### config.mk
export PLATFORM = sky130hd
export DESIGN_NAME = mxv_feeder
export DESIGN_NICKNAME = d
export VERILOG_FILES = /design/src/rtl/mxv_pkg.sv /design/src/rtl/mxv_idx_counter.sv /design/src/rtl/mxv_feeder.sv
export SDC_FILE = /design/constraint.sdc
export NUM_CORES = 1
export LEC_CHECK = 0
export ABC_AREA = 1
export BUFFER_PORTS_ARGS = -buffer_cell sky130_fd_sc_hd__buf_2
export CAP_MARGIN = 20
export CORE_ASPECT_RATIO = 1.4
export CORE_MARGIN = 2
export CORE_UTILIZATION = 42
export DETAILED_ROUTE_END_ITERATION = 8
export GPL_TIMING_DRIVEN = 0
export PLACE_DENSITY_LB_ADDON = 0.2
export SYNTH_ARGS = -nofsm -noshare
export SYNTH_HDL_FRONTEND = slang
export SYNTH_HIERARCHICAL = 1
export SYNTH_SLANG_ARGS = --single-unit
### constraint.sdc
create_clock -name clk -period 1.6 [get_ports clk]
set_clock_uncertainty 0.1 [all_clocks]
set_input_delay 0.24 -clock clk [delete_from_list [all_inputs] [get_ports clk]]
set_output_delay 0.24 -clock clk [all_outputs]
set_load 0.01 [all_outputs]
### src/rtl/mxv_pkg.sv
// Shared types and constants for the matrix-vector product datapath.
package mxv_pkg;

  typedef logic [7:0]  uint8_t;
  typedef logic [15:0] uint16_t;

  localparam int unsigned DW_DBL      = 16;
  localparam int unsigned MXV_MEM_LAT = 1;

  typedef enum logic [2:0] {
    StIdle,
    StClear,
    StFeed,
    StCapture,
    StResp
  } mxv_feed_state_e;

endpackage

### src/rtl/mxv_idx_counter.sv
// Wrap counter with synchronous clear, enable and a terminal-count flag.
module mxv_idx_counter #(
  parameter int unsigned Max = 4,
  parameter int unsigned W   = 2
) (
  input  logic         clk,
  input  logic         rst,
  input  logic         clr,
  input  logic         en,
  output logic [W-1:0] cnt,
  output logic         last
);

  localparam logic [W-1:0] LastVal = W'(Max - 1);

  logic [W-1:0] cnt_q;

  always_ff @(posedge clk or negedge rst) begin
    if (!rst) begin
      cnt_q <= '0;
    end else if (clr) begin
      cnt_q <= '0;
    end else if (en) begin
      cnt_q <= last ? '0 : cnt_q + 1'b1;
    end
  end

  assign cnt  = cnt_q;
  assign last = (cnt_q == LastVal);

endmodule

### src/rtl/mxv_feeder.sv
// Sequences matrix/vector reads into the MAC processor, one row at a time,
// and returns each row result on a valid/ready port.
module mxv_feeder
  import mxv_pkg::*;
#(
  parameter int unsigned N    = 4,
  parameter int unsigned ROWS = 4,
  parameter int unsigned MAW  = $clog2(ROWS * N),
  parameter int unsigned VAW  = $clog2(N),
  parameter int unsigned RW   = (ROWS > 1) ? $clog2(ROWS) : 1
) (
  input  logic           clk,
  input  logic           rst,
  input  logic           start,
  output logic           busy,
  output logic           done,
  output logic [MAW-1:0] mat_addr,
  input  uint8_t         mat_data,
  output logic [VAW-1:0] vec_addr,
  input  uint8_t         vec_data,
  output logic           proc_sync_rst,
  output uint8_t         proc_matrix,
  output uint8_t         proc_vector,
  input  uint16_t        proc_result,
  output logic           res_valid,
  input  logic           res_ready,
  output uint16_t        res_data,
  output logic [RW-1:0]  res_row
);

  mxv_feed_state_e state_q, state_d;
  logic            done_q, done_d;
  uint16_t         res_data_q;
  logic [RW-1:0]   res_row_q;

  logic            col_clr, col_en, col_last;
  logic            row_clr, row_en, row_last;
  logic [VAW-1:0]  col;
  logic [RW-1:0]   row;

  logic            issue;
  logic [VAW-1:0]  col_issue;
  logic [MAW-1:0]  row_base;

  mxv_idx_counter #(
    .Max (N),
    .W   (VAW)
  ) u_col_cnt (
    .clk  (clk),
    .rst  (rst),
    .clr  (col_clr),
    .en   (col_en),
    .cnt  (col),
    .last (col_last)
  );

  mxv_idx_counter #(
    .Max (ROWS),
    .W   (RW)
  ) u_row_cnt (
    .clk  (clk),
    .rst  (rst),
    .clr  (row_clr),
    .en   (row_en),
    .cnt  (row),
    .last (row_last)
  );

  always_comb begin
    state_d = state_q;
    done_d  = 1'b0;
    col_clr = 1'b0;
    col_en  = 1'b0;
    row_clr = 1'b0;
    row_en  = 1'b0;
    unique case (state_q)
      StIdle: begin
        if (start) begin
          state_d = StClear;
          row_clr = 1'b1;
        end
      end
      StClear: begin
        state_d = StFeed;
        col_clr = 1'b1;
      end
      StFeed: begin
        col_en = 1'b1;
        if (col_last) state_d = StCapture;
      end
      StCapture: state_d = StResp;
      StResp: begin
        if (res_ready) begin
          if (row_last) begin
            state_d = StIdle;
            done_d  = 1'b1;
          end else begin
            state_d = StClear;
            row_en  = 1'b1;
          end
        end
      end
      default: state_d = StIdle;
    endcase
  end

  // Addresses lead the data by one cycle: col 0 is issued in CLEAR, col+1 during FEED.
  always_comb begin
    issue     = 1'b0;
    col_issue = '0;
    if (state_q == StClear) begin
      issue = 1'b1;
    end else if (state_q == StFeed && !col_last) begin
      issue     = 1'b1;
      col_issue = col + 1'b1;
    end
  end

  assign row_base = MAW'(32'(row) * N);
  assign mat_addr = issue ? row_base + MAW'(col_issue) : '0;
  assign vec_addr = issue ? col_issue : '0;

  always_ff @(posedge clk or negedge rst) begin
    if (!rst) begin
      state_q    <= StIdle;
      done_q     <= 1'b0;
      res_data_q <= '0;
      res_row_q  <= '0;
    end else begin
      state_q <= state_d;
      done_q  <= done_d;
      if (state_q == StCapture) begin
        res_data_q <= proc_result;
        res_row_q  <= row;
      end
    end
  end

  assign busy          = (state_q != StIdle);
  assign done          = done_q;
  assign proc_sync_rst = (state_q == StClear);
  assign proc_matrix   = (state_q == StFeed) ? mat_data : '0;
  assign proc_vector   = (state_q == StFeed) ? vec_data : '0;
  assign res_valid     = (state_q == StResp);
  assign res_data      = res_data_q;
  assign res_row       = res_row_q;

endmodule
Word-level counts from Yosys, hierarchy flattened

Cells that the tools add are included.
Widths: inputs -> output; s select.

Bits in registers: 26
Bits of input ports: 36
Output and inout bits: 44
Logic and storage cells: 54

Add/sub/neg operators: 3
Equal/unequal tests: 9
Multiplexer cells: 29
Reductions and logical operators: 7

Operators with widths:

| cell                | number |
|---|---|
| $mux 2              | 9 |
| $mux 8              | 2 |
| $pmux 3 s5          | 1 |
| $mux 1              | 13 |
| $mux 3              | 3 |
| $eq 3x2->1 const B  | 2 |
| $add 2x1->2 const B | 2 |
| $add 4x2->4         | 1 |
| $eq 2x2->1 const B  | 2 |
| $mux 4              | 1 |
| $ne 2x2->1 const B  | 2 |
| $reduce_bool 2->1   | 2 |
| $eq 3x1->1 const B  | 1 |
| $eq 3x3->1 const B  | 1 |
| $logic_not 3->1     | 1 |
| $reduce_and 3->1    | 1 |
| $reduce_bool 3->1   | 1 |
| $ne 2x1->1 const B  | 1 |
| $logic_and 1x1->1   | 1 |
| $logic_not 1->1     | 1 |

Longest topological paths before layout

Gate-level depths: netlist of the first run.

Depth in word-level cells: 7
Mapped depth: 7
Depth with buffers taken out: 7

Modules after synthesis

Netlist of the first run, hierarchy kept.

By module, submodules not included:

| module          | instances | cells an instance | area an instance (µm²) | seq. area each (µm²) |
|---|---|---|---|---|
| mxv_feeder      | 1         | 148               | 1,104.8                | 550.5 |
| mxv_idx_counter | 2         | 12                | 101.3                  | 50.0 |

Least setup slack after synthesis of the first run

OpenSTA, ideal clock, no wires.

Path type: reg-to-output
Start: reg u_col_cnt.cnt_q[0] (netlist: u_col_cnt/cnt[0])
End: out vec_addr[0]
Arrival: 1,221 ps
Data required time: 1,260 ps
Slack: 39 ps
Cell stages (with the launch flop): 5
Buffers on the path: 1
Cells stage by stage: dfrtp_1 > ha_1 > nand3b_1 > nor2_1 > buf_4

Word-level cells in the longest chain between the ends: 6
Elaborated cells between the ends (all ways): 9
Classes of those cells: 1 x add/sub; 1 x eq/ne; 5 x mux; 2 x reduce/logical

RTL lines:

| what                                    | RTL line              | RTL |
|---|---|---|
| start, declared                         | mxv_idx_counter.sv:16 | `logic [W-1:0] cnt_q;` |
| start signal, assigned                  | mxv_idx_counter.sv:24 | `cnt_q <= last ? '0 : cnt_q + 1'b1;` |
| $eq 2x2->1 (*)                          | mxv_idx_counter.sv:29 | `assign last = (cnt_q == LastVal);` |
| via col_last                            | mxv_feeder.sv:36      | `logic col_clr, col_en, col_last;` |
| $logic_not 1->1 (*)                     | mxv_feeder.sv:113     | `end else if (state_q == StFeed && !col_last) begin` |
| $logic_and 1x1->1 (*)                   | mxv_feeder.sv:113     |  |
| $mux 2 / $mux 1 (equally long branches) | mxv_feeder.sv:113     |  |
| $mux 2 / $mux 1 (equally long branches) | mxv_feeder.sv:111     | `if (state_q == StClear) begin` |
| $mux 2 (*)                              | mxv_feeder.sv:121     | `assign vec_addr = issue ? col_issue : '0;` |
| end, declared                           | mxv_feeder.sv:19      | `output logic [VAW-1:0] vec_addr,` |

Mark *: on every way through the listed nets, which the timed path passes. The rest lies on a longest branch.

Worst setup path in the final report of the first run

Start: reg u_col_cnt.cnt_q[1] (netlist: u_col_cnt/cnt[1])
End: out vec_addr[0]

The elaborated chain is that of the path after synthesis.

==> results of run 1 <==
## area by class of cell
cell class | count | area share
Sequential cell | 26 | 0.337
Multi-Input combinational cell | 94 | 0.244
Clock buffer | 3 | 0.0213
Inverter | 46 | 0.0917
Buffer | 6 | 0.0239
Timing Repair Buffer | 90 | 0.256
Tap cell | 39 | 0.0252
## where the power goes
part / leakage [uW] / internal [uW] / switching [uW]
sequential: 0.000327 / 953 / 186
clock: 0.0000216 / 168 / 189
combinational: 0.000887 / 896 / 1080
total: 0.00124 / 2020 / 1460
## critical path, stage by stage (launching register included)
cell and delay [ns]:
dfrtp_1 0.39, ha_2 0.19, nand3b_1 0.26, nor2_2 0.17, buf_4 0.13, buf_6 0.09
## placed cells by master, fill, tap and decap left out
cell and instances:
a21oi_1 2, buf_2 78, buf_4 13, buf_6 4, clkbuf_8 3, dfrtp_1 24
dfrtp_2 2, dlygate4sd3_1 1, ha_1 1, ha_2 1, inv_1 44, inv_4 2
nand2_1 31, nand2_2 1, nand3_1 8, nand3_4 2, nand3b_1 1, nor2_1 21
nor2_2 4, nor2_4 2, nor3_1 1, o21ai_1 18, xnor2_1 1
## timing repair
item | 4_1_cts | 5_1_grt
setup buffers | 4 | 6
pin swaps | 6 | 3
hold buffers | 1 | 0
endpoints found under the setup margin | 25 | 25
hold endpoints to repair | 26 | 0
gates resized for setup | 10 | 8
## kinds of logic (layout without fill, tap and decap cells)
family | after synthesis | after routing | synth area share
buffers and inverters | 52 | 145 | 0.167
adder cells (fa/ha/maj) | 2 | 2 | 0.0191
XOR/XNOR | 1 | 1 | 0.00670
AND/OR/NAND/NOR | 71 | 71 | 0.233
AO/OA/AOI/OAI | 20 | 20 | 0.0766
flip-flops | 26 | 26 | 0.498
## per-layer routing
layer,vias to the layer above,wire length (um),track usage
li1,689,-,-
met3,2,225,0.0256
met4,0,34,0.0721
met1,566,1220,0.207
met5,-,0,0
met2,62,1560,0.317
## cell usage after synthesis, drive strengths merged
cell / n
nand3b: 1
a21oi: 2
xnor2: 1
o21ai: 18
ha: 2
nand3: 10
dfrtp: 26
nor3: 1
nand2: 32
inv: 46
nor2: 27
buf: 6
## stage by stage
step           cells  power, uW   util
5_1_grt          304       3780  0.639
2_1_floorplan    172       2180      -
3_5_place_dp     290       2800  0.578
3_3_place_gp     290       2770  0.578
6_report         304       3480  0.639
4_1_cts          298       3300  0.614
## worst paths after layout
| kind | startpoint | endpoint | slack (ns) | cells past startpoint |
|---|---|---|---|---|
| max in group asynchronous | rst | state_q[1] | 0.61 | 2 |
| min in group asynchronous | rst | res_data[3] | 0.39 | 2 |
| hold reg to reg | res_data[12] | res_data[12] | 0.39 | 2 |
| hold / removal | proc_result[10] | res_data[10] | 0.1 | 3 |
| setup reg to reg | u_col_cnt/cnt[1] | state_q[0] | 0.16 | 6 |
| setup / recovery | u_col_cnt/cnt[1] | vec_addr[0] | -0.22 | 5 |
## sequential cells by signal, indices dropped and copies added, names as in the netlist
register and cells:
res_data 16, state_q 3, res_row 2, u_col_cnt/cnt 2, u_row_cnt/cnt 2, done 1
==> run metrics, run 1 <==
max-slew violation count=0; Yosys cell types=17; DR iter-0 viols=29; antenna cells=0; die area=0.00358 mm2; Inserted Clock Buffers=3; # port buffers=79; fillcell total=approximately 300; drt wl/cell=about 10 um; DR pass1 iterations=4; largest net degree at the start of global routing=27; Worst-Skew Late Latency=between 0.2 and 0.3 ns; syn_nets=210; CP required=1.26 ns; post-synthesis cell area=roughly 0.0013 mm2; FP Rows=24; # nets final=305; Cell Area, Placed=0.00175 mm2; area growth from synthesis to layout=48.1%; Die Span Y=70.0 um; power density cells=1790 mW/mm2; MaxCap Viol Count=0; PnR worst setup slack=-0.216 ns; Startpoint Class=flop; remaining antenna violation count=0; synth top area cells=dfrtp_1 (50%), inv_1 (13%), nand2_1 (8.9%), nor2_1 (7.2%), o21ai_1 (6.9%); first-pass GRT wire length=4.91 mm; Leak Pwr=0.00124 uW; hold slack=0.0981 ns; vias=1319; maximum clock path buffer count=2; synth warn=6; H-Tree Depth=1; cell area after layout=between 0.0015 and 0.002 mm2; DP Worst Slack=-0.0931 ns; Critical Path Sink Type=output port; initial antenna violation count=0; crit path time final=1.82 ns; kind of critical path=reg2out; Fmax=approximately 550 MHz; Die W=between 50 and 60 um; routability cong.=0.712; VDD IR max=1.08 mV; WP data arrival=1.48 ns; outcome=complete, but fails checks; final setup fails=16; share of cells above drive strength 1=0.423; core region area=0.00303 mm2; TNS Setup=-1.96 ns; CTS Sinks=26; register clock-pin slew on the reported worst setup and hold paths=roughly 0.08 ns; clk root buf=clkbuf_8; CTS tree=done; io pins=80; crit-path max FO=5; Reg area=653 um2; GRT Resource Usage Total=0.178; Tcrit/Tclk final=1.13; cell accounting for the most synthesized area=dfrtp_1; DRC Markers=0; vias in the first global route=between 1000 and 1500; failing checks=negative setup slack; sequential share of the synthesized area=0.498; DR vias/cell=4.34; Final Hold Viols=0; Least-Margin Pin Slew=0.556 ns; Rel. slew slack=0.629; DP HPWL=2.27 mm; Syn Inst Count=approximately 170; Yosys reg bits=26; average size of a mapped cell=between 7 and 8 um2; Hold Crit Class=in2reg; initial core utilization=0.431; Multi-input gate area=between 400 and 500 um2; unrepaired setup endpoints after global routing=yes; grt ovf=0; routed wire length=3.05 mm; post-synth top area share=0.498
(Power assumes the default switching activity.)
==> inputs of run 2 (changes only) <==
Settings changed: PLACE_DENSITY set to 0.82, PLACE_DENSITY_LB_ADDON 0.2 to not set, TNS_END_PERCENT set to 50.
==> run 2 against run 1 <==
  * The flow still finishes with violations (negative setup slack)
  * Cell area down 2.8%
  * Setup slack worse by 0.024 ns
  * Power down 3.3%
  * Cell count down 1.6%
  * Combinational power down 9.6%
  * Worst hold slack better by 0.00075 ns
  * Sequential share of layout area up 0.99 points
  * First-iteration DRC count down 21%
  * Wire length down 3.3%
  * Critical path type unchanged
  * Critical endpoint is now mat_addr[2]
  * Largest power group unchanged
==> run metrics, run 2 (synthesis gave the netlist of run 1 again) <==
outcome=complete, but fails checks; failing checks=negative setup slack; max FFs per register=16; drt wl/cell=~10 um; vias=1304; register clock-pin slew on the reported worst setup and hold paths=0.09 ns; H-Tree Depth=1; kind of critical path=reg2out; crit path time final=1.84 ns; CTS Sinks=26; antenna cells=0; initial core utilization=0.431; Die W=51.2 um; most common cell after layout, fill and taps aside=buf_2; crit-path max FO=4; DP Worst Slack=-0.0771 ns; DR iter-0 viols=23; # nets final=approximately 300; Critical Path Sink Type=output port; power density cells=approximately 1800 mW/mm2; PnR worst setup slack=-0.239 ns; Worst-Skew Late Latency=~0.26 ns; Startpoint Class=flop; Hold Crit Class=in2reg; Die Span Y=70.0 um; VDD IR max=1.12 mV; CP required=1.26 ns; Tcrit/Tclk final=1.15; fin cells=299; share of cells above drive strength 1=0.404; area growth from synthesis to layout=43.9%; DR vias/cell=between 4 and 5; Least-Margin Pin Slew=0.556 ns; Inserted Clock Buffers=3; unrepaired setup endpoints after global routing=yes; Final Hold Viols=0; Leak Pwr=0.00121 uW; routed wire length=about 2.9 mm; die area=~0.0036 mm2; Cell Area, Placed=0.00175 mm2; WP data arrival=~1.5 ns; Fmax=544 MHz; largest net degree at the start of global routing=27; clk root buf=clkbuf_8; first-pass GRT wire length=between 4 and 5 mm; maximum clock path buffer count=2; vias in the first global route=between 1000 and 1500; DP HPWL=2.22 mm; routability cong.=0.747; remaining antenna violation count=0; most frequent cells in the layout=buf_2 (79), inv_1 (44), nand2_1 (31); initial antenna violation count=0; cell area after layout=0.00188 mm2; FP Rows=24; Rel. slew slack=0.629; GRT Resource Usage Total=0.170; grt ovf=0; CTS tree=done; DR pass1 iterations=4; max-slew violation count=0; hold slack=0.0988 ns; post-placement cell count=between 200 and 300; io pins=80; register-to-register path setup slack=between 0.1 and 0.15 ns; # port buffers=79; core region area=0.00303 mm2; final setup fails=19; DRC Markers=0; MaxCap Viol Count=0
## run 2: cell types whose count changed in the layout (fill, tap and decap cells not counted), sizes merged
cell / previous run / this run
buf: 95 / 89
clkbuf: 3 / 4
## run 2: critical path: stages (launching register included)
cell	delay [ns]
dfrtp_1	0.40
ha_2	0.19
nand3b_1	0.21
buf_4	0.18
a21oi_2	0.11
buf_2	0.15
## run 2: power by group
part	internal [uW]	leakage, uW	switching [uW]	total [uW]
sequential	953	0.000327	204	1160
combinational	775	0.000853	1020	1790
clock	219	0.0000288	190	409
total	1950	0.00121	1410	3360
## run 2: routing by layer
layer / GRT usage / part of all wire / vias up
li1: - / - / 678
met1: 0.192 / 0.41 / 560
met2: 0.310 / 0.51 / 62
met3: 0.0299 / 0.074 / 4
met4: 0.0601 / 0.012 / 0
met5: 0 / 0 / -
## run 2: path summary, 6_finish.rpt
check	depth (start not counted)	endpoint	from
setup / recovery	5	mat_addr[2]	u_col_cnt/cnt[1]
hold / removal	3	res_data[7]	proc_result[7]
setup reg to reg	6	u_row_cnt/cnt[0]	state_q[0]
hold reg to reg	2	res_data[2]	res_data[2]
max in group asynchronous	2	state_q[0]	rst
min in group asynchronous	2	res_data[1]	rst
## run 2: stage by stage
stage / setup TNS [ns] / total power [uW] / util
floorplan: 0 / 2180 / -
global placement: -0.110 / 2750 / 0.578
detailed placement: -0.150 / 2800 / 0.578
CTS: -2.85 / 3330 / 0.616
global route: -4.16 / 3660 / 0.620
finish: -2.18 / 3360 / 0.620
## run 2: repair_timing
action,in CTS,in global routing
setup buffers,4,0
gates resized for setup,6,5
endpoints found under the setup margin,25,25
hold buffers,1,0
pin swaps,2,0
endpoints found under the hold margin,26,0
## run 2: final cells by class
| cell class | instances | area, um2 |
|---|---|---|
| fill | 272 | 1150 |
| sequential | 26 | 653 |
| multi-input combinational | 94 | 464 |
| timing repair buffer | 84 | 442 |
| inverter | 46 | 173 |
| clock buffer | 4 | 55.1 |
| tap | 39 | 48.8 |
| buffer | 6 | 46.3 |
==> inputs of run 3 (changes only) <==
Settings changed: SETUP_SLACK_MARGIN set to 0.3.
==> run 3 against run 2 <==
  * The flow still finishes with violations (negative setup slack)
  * Via count rose by 5.2%
  * Die area stayed put
  * Maximum frequency grew 1.3%
  * Sequential share of layout area decreased by 3.4 points
  * Setup slack improved by 0.024 ns
  * Critical path depth down 1
  * Combinational power up 25%
  * Count of clock-buffer cells in the layout fell by 1
  * Critical path type unchanged
  * Critical endpoint is now mat_addr[3]
  * Largest cell class unchanged
  * Largest power group unchanged
==> run metrics, run 3 (synthesis gave the netlist of run 1 again) <==
outcome=complete, but fails checks; failing checks=negative setup slack; vias=1372; GRT Resource Usage Total=0.181; Hold Crit Class=in2reg; max-slew violation count=0; switching power=1620 uW; PnR worst setup slack=-0.216 ns; internal power=2170 uW; CP required=1.26 ns; DP HPWL=2.22 mm; Worst-Skew Late Latency=roughly 0.27 ns; core region area=around 0.003 mm2; Die W=51.2 um; DRC Markers=0; CTS Sinks=26; Startpoint Class=flop; largest net degree at the start of global routing=27; Least-Margin Pin Slew=0.571 ns; io pins=80; most frequent cells in the layout=buf_2 (76), inv_1 (43), dfrtp_1 (23); antenna cells=0; Critical Path Sink Type=output port; Inserted Clock Buffers=3; initial antenna violation count=0; Reg area=~650 um2; MaxCap Viol Count=0; crit-path max FO=5; remaining antenna violation count=0; metal2 WL=around 1.6 mm; overall power=3790 uW; first-pass GRT wire length=~5.0 mm; clock share of power=0.095; combinational power share=0.591; sw frac=0.426; max FFs per register=16; hold slack=0.0949 ns; register clock-pin slew on the reported worst setup and hold paths=0.08 ns; Fmax=551 MHz; TNS Setup=-1.91 ns; # nets final=~300; Rel. slew slack=0.619; Final Hold Viols=0; area growth from synthesis to layout=59.6%; fillcell total=270; Die Span Y=70.0 um; power density cells=between 1500 and 2000 mW/mm2; final setup fails=14; kind of critical path=reg2out; max incr delay on CP=~0.4 ns; H-Tree Depth=1; drt wl/cell=10.1 um; Met1 Routed Length=1.18 mm; Top Layer Used=met4; vias in the first global route=between 1000 and 1500; Leak Pwr=about 0.0013 uW; initial core utilization=0.431; VDD IR max=0.959 mV; maximum clock path buffer count=2; Tcrit/Tclk final=1.13; routability cong.=0.760; Multi-input gate area=601 um2; FP Rows=24; # port buffers=79; most common cell after layout, fill and taps aside=buf_2; CP max stage cell=dfrtp_1; share of cells above drive strength 1=0.559; Met3 Routed Length=about 220 um; unrepaired setup endpoints after global routing=yes; clk root buf=clkbuf_8; grt ovf=0; DR vias/cell=4.54; DR pass1 iterations=3; routed wire length=3.06 mm; crit path time final=around 1.8 ns; Critical Path, Cell by Cell=ha_2 > nand3b_1 > a21oi_1 > buf_2; DR iter-0 viols=12; WP data arrival=1.48 ns; CTS tree=done; die area=around 0.0036 mm2; Sequential Power Share=0.314
## run 3: cell types whose count changed in the layout (fill, tap and decap cells not counted), sizes merged
cell / delta
buf: +4
clkbuf: -1
## run 3: layout make-up
| type | count | share of cell area |
|---|---|---|
| multi-input cells | 94 | 0.288 |
| plain buffers | 6 | 0.0372 |
| clock buffers | 3 | 0.0198 |
| repair buffers | 88 | 0.236 |
| well taps | 39 | 0.0234 |
| flip-flops and latches | 26 | 0.314 |
| inverters | 46 | 0.0827 |
## run 3: layer usage
metal	vias to the layer above	GRT usage
met5	-	0
met4	0	0.0811
met3	5	0.0235
met2	60	0.329
met1	619	0.203
li1	688	-
## run 3: metrics by stage
step | setup WS (ns) | cells | area, um2 | util
4_1_cts | -0.246 | 301 | 1930 | 0.638
5_1_grt | -0.361 | 302 | 2090 | 0.688
6_report | -0.216 | 302 | 2090 | 0.688
2_1_floorplan | 0.0784 | 172 | 1330 | -
3_3_place_gp | -0.0238 | 290 | 1770 | 0.583
3_5_place_dp | -0.0266 | 290 | 1770 | 0.583
## run 3: critical path: cells and delay by family, from the launching register on
kind                       cells  cell delay (ns)
AOI/OAI and AO/OA              1             0.22
adders and majority gates      1             0.19
buffers and inverters          1             0.16
DFF                            1             0.39
and+or+nand+nor                1             0.26
## run 3: timing repair
action	4_1_cts	5_1_grt
setup buffers	7	1
cloned	0	0
endpoints found under the hold margin	26	0
resized for setup	20	42
pin swaps	10	10
setup endpoints to repair	36	45
hold buffers	1	0
## run 3: path summary, 6_finish.rpt
kind / to / start / cells past startpoint / slack (ns)
worst min register to register: res_data[6] / res_data[6] / 2 / 0.39
worst max register to register: u_row_cnt/cnt[0] / state_q[0] / 7 / 0.23
worst min-delay path: res_data[7] / proc_result[7] / 3 / 0.09
worst max-delay path: mat_addr[3] / u_col_cnt/cnt[1] / 4 / -0.22
max in group asynchronous: state_q[2] / rst / 2 / 0.60
min in group asynchronous: res_data[2] / rst / 2 / 0.40
## run 3: power by group through the flow
| stage | clock network, uW | logic, uW | registers (uW) |
|---|---|---|---|
| after floorplan | 0 | 958 | 1250 |
| after global placement | 0 | 1630 | 1150 |
| after detailed placement | 0 | 1670 | 1160 |
| after CTS | 369 | 1930 | 1160 |
| after global routing | 394 | 2510 | 1230 |
| final | 359 | 2240 | 1190 |
